==> config.mk <==
export PLATFORM = sky130hd
export DESIGN_NAME = matmul_job_sequencer_flat
export DESIGN_NICKNAME = d
export VERILOG_FILES = /design/src/rtl/matmul_pkg.sv /design/src/rtl/matmul_job_sequencer_if.sv /design/src/rtl/matmul_bus_master.sv /design/src/rtl/matmul_job_sequencer.sv /design/src/flat_wrapper.sv
export SDC_FILE = /design/constraint.sdc
export NUM_CORES = 1
export LEC_CHECK = 0
export CORE_AREA = 2 2 141 130
export DETAILED_ROUTE_END_ITERATION = 6
export DIE_AREA = 0 0 143 132
export HOLD_SLACK_MARGIN = 0.1
export PLACE_DENSITY_LB_ADDON = 0.3
export REMOVE_ABC_BUFFERS = 1
export SYNTH_ARGS = -nofsm -noshare
export SYNTH_HDL_FRONTEND = slang
export SYNTH_HIERARCHICAL = 1
export SYNTH_SLANG_ARGS = --single-unit
==> constraint.sdc <==
create_clock -name clk -period 3 [get_ports clk]
set_clock_uncertainty 0.15 [all_clocks]
set_input_delay 0.6 -clock clk [delete_from_list [all_inputs] [get_ports clk]]
set_output_delay 0.6 -clock clk [all_outputs]
set_load 0.02 [all_outputs]
==> src/rtl/matmul_pkg.sv <==
// Shared constants, state encoding and address helper for the matmul job sequencer.
// The register map matches the accelerator wrapper's mem_* window layout.
package matmul_pkg;

   localparam logic [31:0] ADDR_CTRL = 32'h00;
   localparam logic [31:0] ADDR_A    = 32'h10;
   localparam logic [31:0] ADDR_B    = 32'h40;
   localparam logic [31:0] ADDR_C    = 32'h70;
   localparam int          MAT_WORDS = 9;

   typedef enum logic [2:0] {
      IDLE, LOAD, START, POLL, CLEAR, READ, OUT, ABORT
   } seq_state_e;

   // Operand i lands in the A window for 0..8 and in the B window for 9..17.
   function automatic logic [31:0] load_addr(input logic [4:0] idx);
      if (idx < 5'(MAT_WORDS))
         return ADDR_A + {25'd0, idx, 2'b00};
      else
         return ADDR_B + {25'd0, idx - 5'(MAT_WORDS), 2'b00};
   endfunction

endpackage

==> src/rtl/matmul_job_sequencer_if.sv <==
// Word-wide memory-mapped bus between the sequencer and the accelerator wrapper.
// The master issues one access at a time; the slave completes it with mem_ready.
interface matmul_job_sequencer_if;
   logic        mem_valid;
   logic        mem_write;
   logic [31:0] mem_addr;
   logic [31:0] mem_wdata;
   logic [3:0]  mem_wstrb;
   logic [31:0] mem_rdata;
   logic        mem_ready;

   modport master (
      output mem_valid, mem_write, mem_addr, mem_wdata, mem_wstrb,
      input  mem_rdata, mem_ready
   );

   modport slave (
      input  mem_valid, mem_write, mem_addr, mem_wdata, mem_wstrb,
      output mem_rdata, mem_ready
   );
endinterface

==> src/rtl/matmul_bus_master.sv <==
// Single-access bus engine: captures a request while idle, holds it until mem_ready
// or until the wait budget runs out, and always leaves one idle cycle between accesses.
module matmul_bus_master #(
   parameter int BUS_TIMEOUT = 64
) (
   input  logic        clk,
   input  logic        rst,
   input  logic        req,
   input  logic        we,
   input  logic [31:0] addr,
   input  logic [31:0] wdata,
   output logic        done,
   output logic [31:0] rdata,
   output logic        timeout,
   matmul_job_sequencer_if.master mem
);

   logic        valid_reg;
   logic        write_reg;
   logic [31:0] addr_reg;
   logic [31:0] wdata_reg;
   logic [15:0] wait_reg;
   logic        wait_last;

   assign wait_last = (wait_reg == 16'(BUS_TIMEOUT - 1));

   // A request is only captured while valid is low, so the completion cycle is
   // always followed by a cycle with mem_valid low.
   always_ff @(posedge clk) begin
      if (rst) begin
         valid_reg <= 1'b0;
         write_reg <= 1'b0;
         addr_reg  <= '0;
         wdata_reg <= '0;
         wait_reg  <= '0;
      end else if (!valid_reg) begin
         if (req) begin
            valid_reg <= 1'b1;
            write_reg <= we;
            addr_reg  <= addr;
            wdata_reg <= wdata;
            wait_reg  <= '0;
         end
      end else if (mem.mem_ready || wait_last) begin
         valid_reg <= 1'b0;
      end else begin
         wait_reg <= wait_reg + 16'd1;
      end
   end

   assign done    = valid_reg & mem.mem_ready;
   assign timeout = valid_reg & ~mem.mem_ready & wait_last;
   assign rdata   = mem.mem_rdata;

   assign mem.mem_valid = valid_reg;
   assign mem.mem_write = write_reg;
   assign mem.mem_addr  = addr_reg;
   assign mem.mem_wdata = wdata_reg;
   assign mem.mem_wstrb = (valid_reg && write_reg) ? 4'hF : 4'h0;

endmodule

==> src/rtl/matmul_job_sequencer.sv <==
// Runs complete 3x3 matmul jobs on the accelerator wrapper: streams 18 operands in,
// starts the job, polls for done, clears control and streams the 9 results out.
module matmul_job_sequencer
   import matmul_pkg::*;
#(
   parameter int POLL_LIMIT  = 256,
   parameter int BUS_TIMEOUT = 64
) (
   input  logic        clk,
   input  logic        rst,
   input  logic        in_valid,
   output logic        in_ready,
   input  logic [31:0] in_data,
   output logic        out_valid,
   input  logic        out_ready,
   output logic [31:0] out_data,
   output logic        out_last,
   matmul_job_sequencer_if.master mem,
   output logic        busy,
   output logic        err,
   output logic [15:0] job_count
);

   seq_state_e  state_reg, state_next;
   logic [4:0]  load_idx_reg;
   logic [3:0]  rd_idx_reg;
   logic        have_word_reg;
   logic [31:0] word_reg;
   logic [15:0] poll_reg;
   logic [31:0] out_reg;
   logic        err_reg;
   logic [15:0] job_reg;

   logic        req, we, done, timeout, in_ready_comb;
   logic [31:0] addr, wdata, rdata;

   matmul_bus_master #(.BUS_TIMEOUT(BUS_TIMEOUT)) u_bus (
      .clk(clk), .rst(rst), .req(req), .we(we), .addr(addr), .wdata(wdata),
      .done(done), .rdata(rdata), .timeout(timeout), .mem(mem)
   );

   always_comb begin
      state_next    = state_reg;
      req           = 1'b0;
      we            = 1'b0;
      addr          = ADDR_CTRL;
      wdata         = '0;
      in_ready_comb = 1'b0;
      case (state_reg)
         IDLE: begin
            in_ready_comb = 1'b1;
            if (in_valid) state_next = LOAD;
         end
         LOAD: begin
            // Words after the first are handed straight to the bus engine in the idle gap.
            in_ready_comb = !have_word_reg && !mem.mem_valid;
            req   = have_word_reg || (in_valid && in_ready_comb);
            we    = 1'b1;
            addr  = load_addr(load_idx_reg);
            wdata = have_word_reg ? word_reg : in_data;
            if (done && load_idx_reg == 5'(2 * MAT_WORDS - 1)) state_next = START;
         end
         START: begin
            req   = 1'b1;
            we    = 1'b1;
            wdata = 32'h1;
            if (done) state_next = POLL;
         end
         POLL: begin
            req = 1'b1;
            if (done && rdata[1])                            state_next = CLEAR;
            else if (done && poll_reg == 16'(POLL_LIMIT - 1)) state_next = ABORT;
         end
         CLEAR: begin
            req = 1'b1;
            we  = 1'b1;
            if (done) state_next = READ;
         end
         READ: begin
            req  = 1'b1;
            addr = ADDR_C + {26'd0, rd_idx_reg, 2'b00};
            if (done) state_next = OUT;
         end
         OUT: begin
            if (out_ready) state_next = (rd_idx_reg == 4'(MAT_WORDS - 1)) ? IDLE : READ;
         end
         ABORT: begin
            // A stalled cleanup write must not re-enter ABORT; give up and go idle.
            req = 1'b1;
            we  = 1'b1;
            if (done || timeout) state_next = IDLE;
         end
         default: state_next = IDLE;
      endcase
      if (timeout && state_reg != ABORT) state_next = ABORT;
   end

   always_ff @(posedge clk) begin
      if (rst) begin
         state_reg     <= IDLE;
         load_idx_reg  <= '0;
         rd_idx_reg    <= '0;
         have_word_reg <= 1'b0;
         word_reg      <= '0;
         poll_reg      <= '0;
         out_reg       <= '0;
         err_reg       <= 1'b0;
         job_reg       <= '0;
      end else begin
         state_reg <= state_next;
         case (state_reg)
            IDLE: if (in_valid) begin
               word_reg      <= in_data;
               have_word_reg <= 1'b1;
               load_idx_reg  <= '0;
               err_reg       <= 1'b0;
            end
            LOAD: if (done) begin
               have_word_reg <= 1'b0;
               load_idx_reg  <= load_idx_reg + 5'd1;
            end
            START: poll_reg <= '0;
            POLL:  if (done && !rdata[1]) poll_reg <= poll_reg + 16'd1;
            CLEAR: rd_idx_reg <= '0;
            READ:  if (done) out_reg <= rdata;
            OUT: if (out_ready) begin
               if (rd_idx_reg == 4'(MAT_WORDS - 1)) job_reg <= job_reg + 16'd1;
               else                                 rd_idx_reg <= rd_idx_reg + 4'd1;
            end
            ABORT: err_reg <= 1'b1;
            default: ;
         endcase
      end
   end

   assign in_ready  = in_ready_comb & ~rst;
   assign out_valid = (state_reg == OUT);
   assign out_last  = (state_reg == OUT) && (rd_idx_reg == 4'(MAT_WORDS - 1));
   assign out_data  = out_reg;
   assign busy      = (state_reg != IDLE);
   assign err       = err_reg;
   assign job_count = job_reg;

endmodule

==> src/flat_wrapper.sv <==
// flat-port wrapper written by rule: the top's interface ports become plain ports
module matmul_job_sequencer_flat import matmul_pkg::*;
#(
   parameter int POLL_LIMIT  = 256,
   parameter int BUS_TIMEOUT = 64
)
  (clk, rst, in_valid, in_ready, in_data, out_valid, out_ready, out_data, out_last, busy, err, job_count, mem_mem_valid, mem_mem_write, mem_mem_addr, mem_mem_wdata, mem_mem_wstrb, mem_mem_rdata, mem_mem_ready);
  matmul_job_sequencer_if mem_i ();
  input  logic clk;
  input  logic rst;
  input  logic in_valid;
  output logic in_ready;
  input  logic [31:0] in_data;
  output logic out_valid;
  input  logic out_ready;
  output logic [31:0] out_data;
  output logic out_last;
  output logic busy;
  output logic err;
  output logic [15:0] job_count;
  output wire logic [$bits(mem_i.mem_valid)-1:0] mem_mem_valid;
  output wire logic [$bits(mem_i.mem_write)-1:0] mem_mem_write;
  output wire logic [$bits(mem_i.mem_addr)-1:0] mem_mem_addr;
  output wire logic [$bits(mem_i.mem_wdata)-1:0] mem_mem_wdata;
  output wire logic [$bits(mem_i.mem_wstrb)-1:0] mem_mem_wstrb;
  input wire logic [$bits(mem_i.mem_rdata)-1:0] mem_mem_rdata;
  input wire logic [$bits(mem_i.mem_ready)-1:0] mem_mem_ready;
  assign mem_mem_valid = mem_i.mem_valid;
  assign mem_mem_write = mem_i.mem_write;
  assign mem_mem_addr = mem_i.mem_addr;
  assign mem_mem_wdata = mem_i.mem_wdata;
  assign mem_mem_wstrb = mem_i.mem_wstrb;
  assign mem_i.mem_rdata = mem_mem_rdata;
  assign mem_i.mem_ready = mem_mem_ready;
  matmul_job_sequencer #(.POLL_LIMIT(POLL_LIMIT), .BUS_TIMEOUT(BUS_TIMEOUT)) u_core (.clk(clk), .rst(rst), .in_valid(in_valid), .in_ready(in_ready), .in_data(in_data), .out_valid(out_valid), .out_ready(out_ready), .out_data(out_data), .out_last(out_last), .mem(mem_i), .busy(busy), .err(err), .job_count(job_count));
endmodule
==> results of run 1 <==
## cell usage in the layout, fill, tap and decap left out, types with 4 or more instances in the layout
master and instances:
nor2_1 80, xnor2_1 15, and2_1 6, nand3_1 24
o31ai_1 4, and3_1 11, nor3_1 19, bufinv_16 4
o22ai_1 5, buf_4 16, ha_1 13, and4_1 5
clkdlybuf4s50_1 190, o21ai_0 15, nor4_1 5, a21oi_1 160
or3_1 6, o211ai_1 8, conb_1 26, dfxtp_1 190
nand2_1 287, a31oi_1 4, clkbuf_16 17, nand4_1 18
inv_1 20, or4_1 4, nand2b_1 5, mux2_2 5
xor2_1 16, mux2i_1 33
## timing repair
item / 4_1_cts / 5_1_grt
setup endpoints to repair: 1 / 0
resized for setup: 1 / 0
setup buffers: 0 / 0
## worst max path at each step
stage / slack (ns) / from / endpoint
2_1_floorplan: -1.16 / u_core/have_word_reg / u_core/u_bus/mem.mem_addr[2]
3_3_place_gp: 0.21 / mem_mem_ready / u_core/state_reg[0]
3_5_place_dp: 0.17 / mem_mem_ready / u_core/state_reg[0]
4_1_cts: 0.14 / u_core/state_reg[1] / out_last
5_1_grt: 0.05 / u_core/state_reg[1] / out_last
6_report: 0.16 / u_core/state_reg[1] / out_last
## worst max-delay path, stage by stage, from the launching register on
cell and delay, ns:
dfxtp_2 0.50, and3b_1 0.35, and3_1 0.19, clkdlybuf4s50_1 0.64
## metal layers
layer | share of wire | track usage | vias to the layer above
met2 | 0.46 | 0.374 | 261
met3 | 0.080 | 0.0654 | 13
met4 | 0.0076 | 0.0402 | 0
met1 | 0.45 | 0.301 | 3632
met5 | 0 | 0 | -
li1 | - | - | 4026
## final cells by class
| type | count | area, um^2 |
|---|---|---|
| Fill cell | 1487 | 5920 |
| Inverter | 20 | 75.1 |
| Clock buffer | 21 | 460 |
| Tap cell | 240 | 300 |
| Sequential cell | 192 | 3850 |
| Multi-Input combinational cell | 827 | 4460 |
| Clock inverter | 11 | 175 |
| Timing Repair Buffer | 210 | 2090 |
## power breakdown
part / leakage, uW / internal (uW) / total, uW / switching (uW)
Clock: 0.000305 / 1450 / 2420 / 971
Combinational: 0.00212 / 959 / 2590 / 1630
Sequential: 0.00156 / 2820 / 3000 / 178
Total: 0.00398 / 5230 / 8010 / 2780
## kinds of logic (layout without fill, tap and decap cells)
kind of cell | count (synthesis) | count (layout)
compound gates | 221 | 221
xor+xnor | 31 | 31
fa+ha+maj | 13 | 13
buf+inv | 124 | 262
flops | 192 | 192
mux | 38 | 38
other cells | 1 | 26
simple gates | 498 | 498
## per-stage QoR
| step | utilization | worst slack [ns] | hold WS [ns] | std cells | instance area (um^2) |
|---|---|---|---|---|---|
| floorplan | - | -1.16 | 0.277 | 1039 | 8370 |
| global placement | 0.622 | 0.211 | 0.288 | 1489 | 10800 |
| detailed placement | 0.622 | 0.173 | 0.295 | 1489 | 10800 |
| CTS | 0.658 | 0.143 | 0.304 | 1521 | 11400 |
| global route | 0.658 | 0.0546 | 0.317 | 1521 | 11400 |
| finish | 0.658 | 0.158 | 0.302 | 1521 | 11400 |
==> results.json, run 1 <==
{
  "synth.most_common_cell": "nand2_1",
  "synth_compound_area_frac": 0.143,
  "outcome": "finished, final reports clean",
  "cts_buffers": 17,
  "min_path_type": "reg -> reg",
  "cp.required_ns": 2.25,
  "rows": 46,
  "synth_ff_type": "dfxtp_1",
  "rrSetupSlack_ns": 0.57,
  "clk_pin_slew_ns": 0.07,
  "syn_inst": 1118,
  "finalSetupTns_ns": 0,
  "hpwl_mm": 14.5,
  "timing.rr.start": "u_core/u_bus/wait_reg[0]",
  "netlist.area_leader.share": 0.433,
  "ant_nets": 0,
  "overflow": 0,
  "num-nets-final": 1350,
  "synth_cell_types": 67,
  "yosysTopAreaCell": "dfxtp_1",
  "die_h_um": 132,
  "power.total_uw": 8010,
  "ys_async_sr_fraction": 0,
  "maxCapViolations": 0,
  "synthSimpleGateAreaFrac": 0.254,
  "max_slew_margin": 0.349,
  "synth_top_family_by_area": "simple AND/OR/NAND/NOR gates",
  "yosys_register_bits": 192,
  "hp-start": "u_core/out_data[21]",
  "synth_area_mm2": 0.00889,
  "core_area_mm2": 0.0173,
  "slew_viol_final": 0,
  "synthTopCellsByArea": "dfxtp_1, nand2_1, a21oi_1",
  "ctsHoldBuffers": 0,
  "io_buffers": 191,
  "ir_drop_mv": 0.422,
  "grt_pass1_wl_mm": 35.6,
  "criticalPathCategory": "reg -> out",
  "drtIter0Drc": 515,
  "routed_via_density": 5.21,
  "setup_viol": 0,
  "cts_root_buf": "clkbuf_16",
  "end_kind": "output pin",
  "routed_wl_mm": 22.1,
  "htree_num_levels": 4,
  "ys_seq_area_frac": 0.433,
  "insertion_delay_ns": 0.42,
  "grt_usage": 0.228,
  "start_kind": "register",
  "io_pins": 192,
  "syn2layout_area_growth_pct": 28.4,
  "synth_warnings": 6,
  "dieArea_mm2": 0.0189,
  "initial_core_util": 0.513,
  "grt_max_degree": 94,
  "via_count": 7932,
  "clock_sinks": 192,
  "clock_path_buffers": 2,
  "rsz0062_at_grt": "no",
  "period_needed_ns": 2.84,
  "drtPass1Iterations": 5,
  "antenna_cells": 0,
  "post-route-drc-count": 0,
  "die_width_um": 143,
  "timing.fmax_ghz": 0.352,
  "hold_viol": 0,
  "place_congestion": 0.892,
  "avgSynthCellArea_um2": 7.95,
  "synth_common_cells": "nand2_1, dfxtp_1, a21oi_1, nor2_1, clkbuf_1",
  "muxShareOfSynthArea": 0.0435,
  "layout-drive-gt1-share": 0.0601,
  "power_leakage_uw": 0.00398,
  "worstMarginPinSlew_ns": 0.976,
  "grt_pass1_vias": 7320,
  "holdPathStages": 2,
  "cts_tree": "done",
  "fin_crit_sh": 0.947,
  "wire_per_inst_um": 14.5,
  "path_max_fanout": 12,
  "grt_antenna_before_repair": 0,
  "synthAdderAreaFrac": 0.0183,
  "power_density_mw_per_mm2": 702,
  "worstHoldEndpoint": "u_core/out_data[21]",
  "synth_xor_area_frac": 0.0306,
  "synth-edff-count": 0,
  "r2r_end": "u_core/state_reg[2]",
  "reg2reg_depth": 9,
  "cp.arrival_ns": 2.09
}
Note: power is estimated with default switching activity, not from simulation.
==> inputs of run 2 (changes only) <==
--- a/config.mk
+++ b/config.mk
@@ -8,6 +8,7 @@
 export CORE_AREA = 2 2 141 130
 export DETAILED_ROUTE_END_ITERATION = 6
 export DIE_AREA = 0 0 143 132
+export GPL_TIMING_DRIVEN = 1
 export HOLD_SLACK_MARGIN = 0.1
 export PLACE_DENSITY_LB_ADDON = 0.3
 export REMOVE_ABC_BUFFERS = 1
==> constraint.sdc (replaced) <==
create_clock -name clk -period 3 [get_ports clk]
set_clock_uncertainty 0.15 [all_clocks]
set_input_delay 0.3 -clock clk [delete_from_list [all_inputs] [get_ports clk]]
set_output_delay 0.3 -clock clk [all_outputs]
set_load 0.02 [all_outputs]
==> results.json, run 2 (synthesis results as in run 1) <==
{
  "outcome": "finished, final reports clean",
  "rows": 46,
  "clock_sinks": 192,
  "htree_num_levels": 4,
  "crit_family": "flip-flops",
  "timing.fmax_ghz": 0.352,
  "final_cell_mix": "nand2_1, dfxtp_1, clkdlybuf4s50_1",
  "netSwitchingFraction": 0.358,
  "drtIter0Drc": 557,
  "path_cells": "and3b_1, and3_1, clkdlybuf4s50_1",
  "worstMarginPinSlew_ns": 0.685,
  "power_density_mw_per_mm2": 684,
  "ant_nets": 0,
  "final_common_cell": "nand2_1",
  "cts_tree": "done",
  "die_h_um": 132,
  "io_buffers": 191,
  "timing.rr.start": "u_core/u_bus/wait_reg[9]",
  "cp.required_ns": 2.55,
  "p_int_uw": 4980,
  "routed_via_density": 5.27,
  "antenna_cells": 0,
  "insertion_delay_ns": 0.43,
  "end_kind": "output pin",
  "hold_viol": 0,
  "fin_cells": 1522,
  "power_leakage_uw": 0.00395,
  "post-route-drc-count": 0,
  "dp_cells": 1489,
  "hpwl_mm": 14.7,
  "dieArea_mm2": 0.0189,
  "clk_pin_slew_ns": 0.07,
  "grt_antenna_before_repair": 0,
  "grt_max_degree": 110,
  "power.switching_uw": 2770,
  "cts_buffers": 17,
  "cp_slowest_cell": "dfxtp_1",
  "worst-path-buf-inv": 1,
  "final_cell_area_mm2": 0.0113,
  "slew_viol_final": 0,
  "place_congestion": 0.904,
  "core_area_mm2": 0.0173,
  "routed_wl_mm": 22.0,
  "grt_pass1_vias": 7358,
  "cts_resized": 0,
  "crit_path_start": "u_core/state_reg[1]",
  "dpl_cell_area_mm2": 0.0108,
  "criticalPathCategory": "reg -> out",
  "maxCapViolations": 0,
  "initial_core_util": 0.513,
  "wire_per_inst_um": 14.5,
  "die_width_um": 143,
  "period_needed_ns": 2.84,
  "cts_root_buf": "clkbuf_16",
  "num-nets-final": 1351,
  "critPathMaxStageDelay_ns": 0.76,
  "syn2layout_area_growth_pct": 27.6,
  "layout-drive-gt1-share": 0.0608,
  "hp-start": "mem_mem_rdata[11]",
  "start_kind": "register",
  "clock_path_buffers": 2,
  "whs_ns": 0.270,
  "power_frac_comb": 0.327,
  "path_max_fanout": 17,
  "finalSetupTns_ns": 0,
  "cp.arrival_ns": 2.39,
  "p_clk_frac": 0.283,
  "via_count": 8023,
  "io_pins": 192,
  "power_frac_seq": 0.390,
  "ir_drop_mv": 0.444,
  "drtPass1Iterations": 5,
  "setup_viol": 0,
  "grt_usage": 0.230,
  "fin_crit_sh": 0.946,
  "overflow": 0,
  "min_path_type": "in -> reg",
  "max_slew_margin": 0.543,
  "rsz0062_at_grt": "no",
  "grt_pass1_wl_mm": 35.6
}
==> run 2: cell count changes in the layout (fill, tap and decap cells not counted), moves of 2 or more <==
cell and delta:
clkinvlp_4 +2, clkbuf_1 -2, clkinv_2 +3, bufinv_16 -3
==> run 2: power by group through the flow <==
stage	clock, uW	combinational, uW	sequential [uW]
floorplan	0	1180	3330
global placement	0	2520	3060
detailed placement	0	2540	3080
CTS	2240	2550	3020
global route	2340	2780	3060
finish	2190	2540	3020
==> run 2: layout make-up <==
type / instances / area (um^2)
clock inverters: 12 / 106
fillers: 1482 / 5980
clock buffers: 20 / 467
flip-flops and latches: 192 / 3840
repair buffers: 211 / 2090
well taps: 240 / 300
inverters: 20 / 75.1
multi-input cells: 827 / 4460
==> run 2: tightest hold or removal path: stages <==
cell	delay [ns]
clkdlybuf4s50_1	0.40
nand2_1	0.06
a21oi_1	0.05
==> run 2: through the flow <==
| step | power [uW] | setup WS (ns) | util |
|---|---|---|---|
| global placement | 5580 | 0.431 | 0.621 |
| finish | 7750 | 0.163 | 0.655 |
| global route | 8180 | 0.0447 | 0.655 |
| detailed placement | 5620 | 0.411 | 0.621 |
| CTS | 7810 | 0.151 | 0.655 |
| floorplan | 4510 | -1.16 | - |
==> run 2: layer usage <==
metal | wire length, um | vias to the layer above | global-route usage
met2 | 10000 | 270 | 0.373
met5 | 0 | - | 0
met4 | 211 | 0 | 0.0572
met1 | 9960 | 3705 | 0.299
met3 | 1790 | 13 | 0.0694
li1 | - | 4035 | -
==> run 2: worst paths after layout <==
kind,slack (ns),to,cells after the start
max,0.16,out_last,3
min,0.27,u_core/out_data[11],3
max reg2reg,0.55,u_core/state_reg[1],8
min reg2reg,0.30,u_core/u_bus/mem.mem_addr[4],2
==> run 2: repair_timing <==
item | 4_1_cts | 5_1_grt
setup endpoints to repair | 0 | 0
buffers inserted | 0 | 0
hold buffers | 1 | 0
endpoints found under the hold margin | 7 | 0
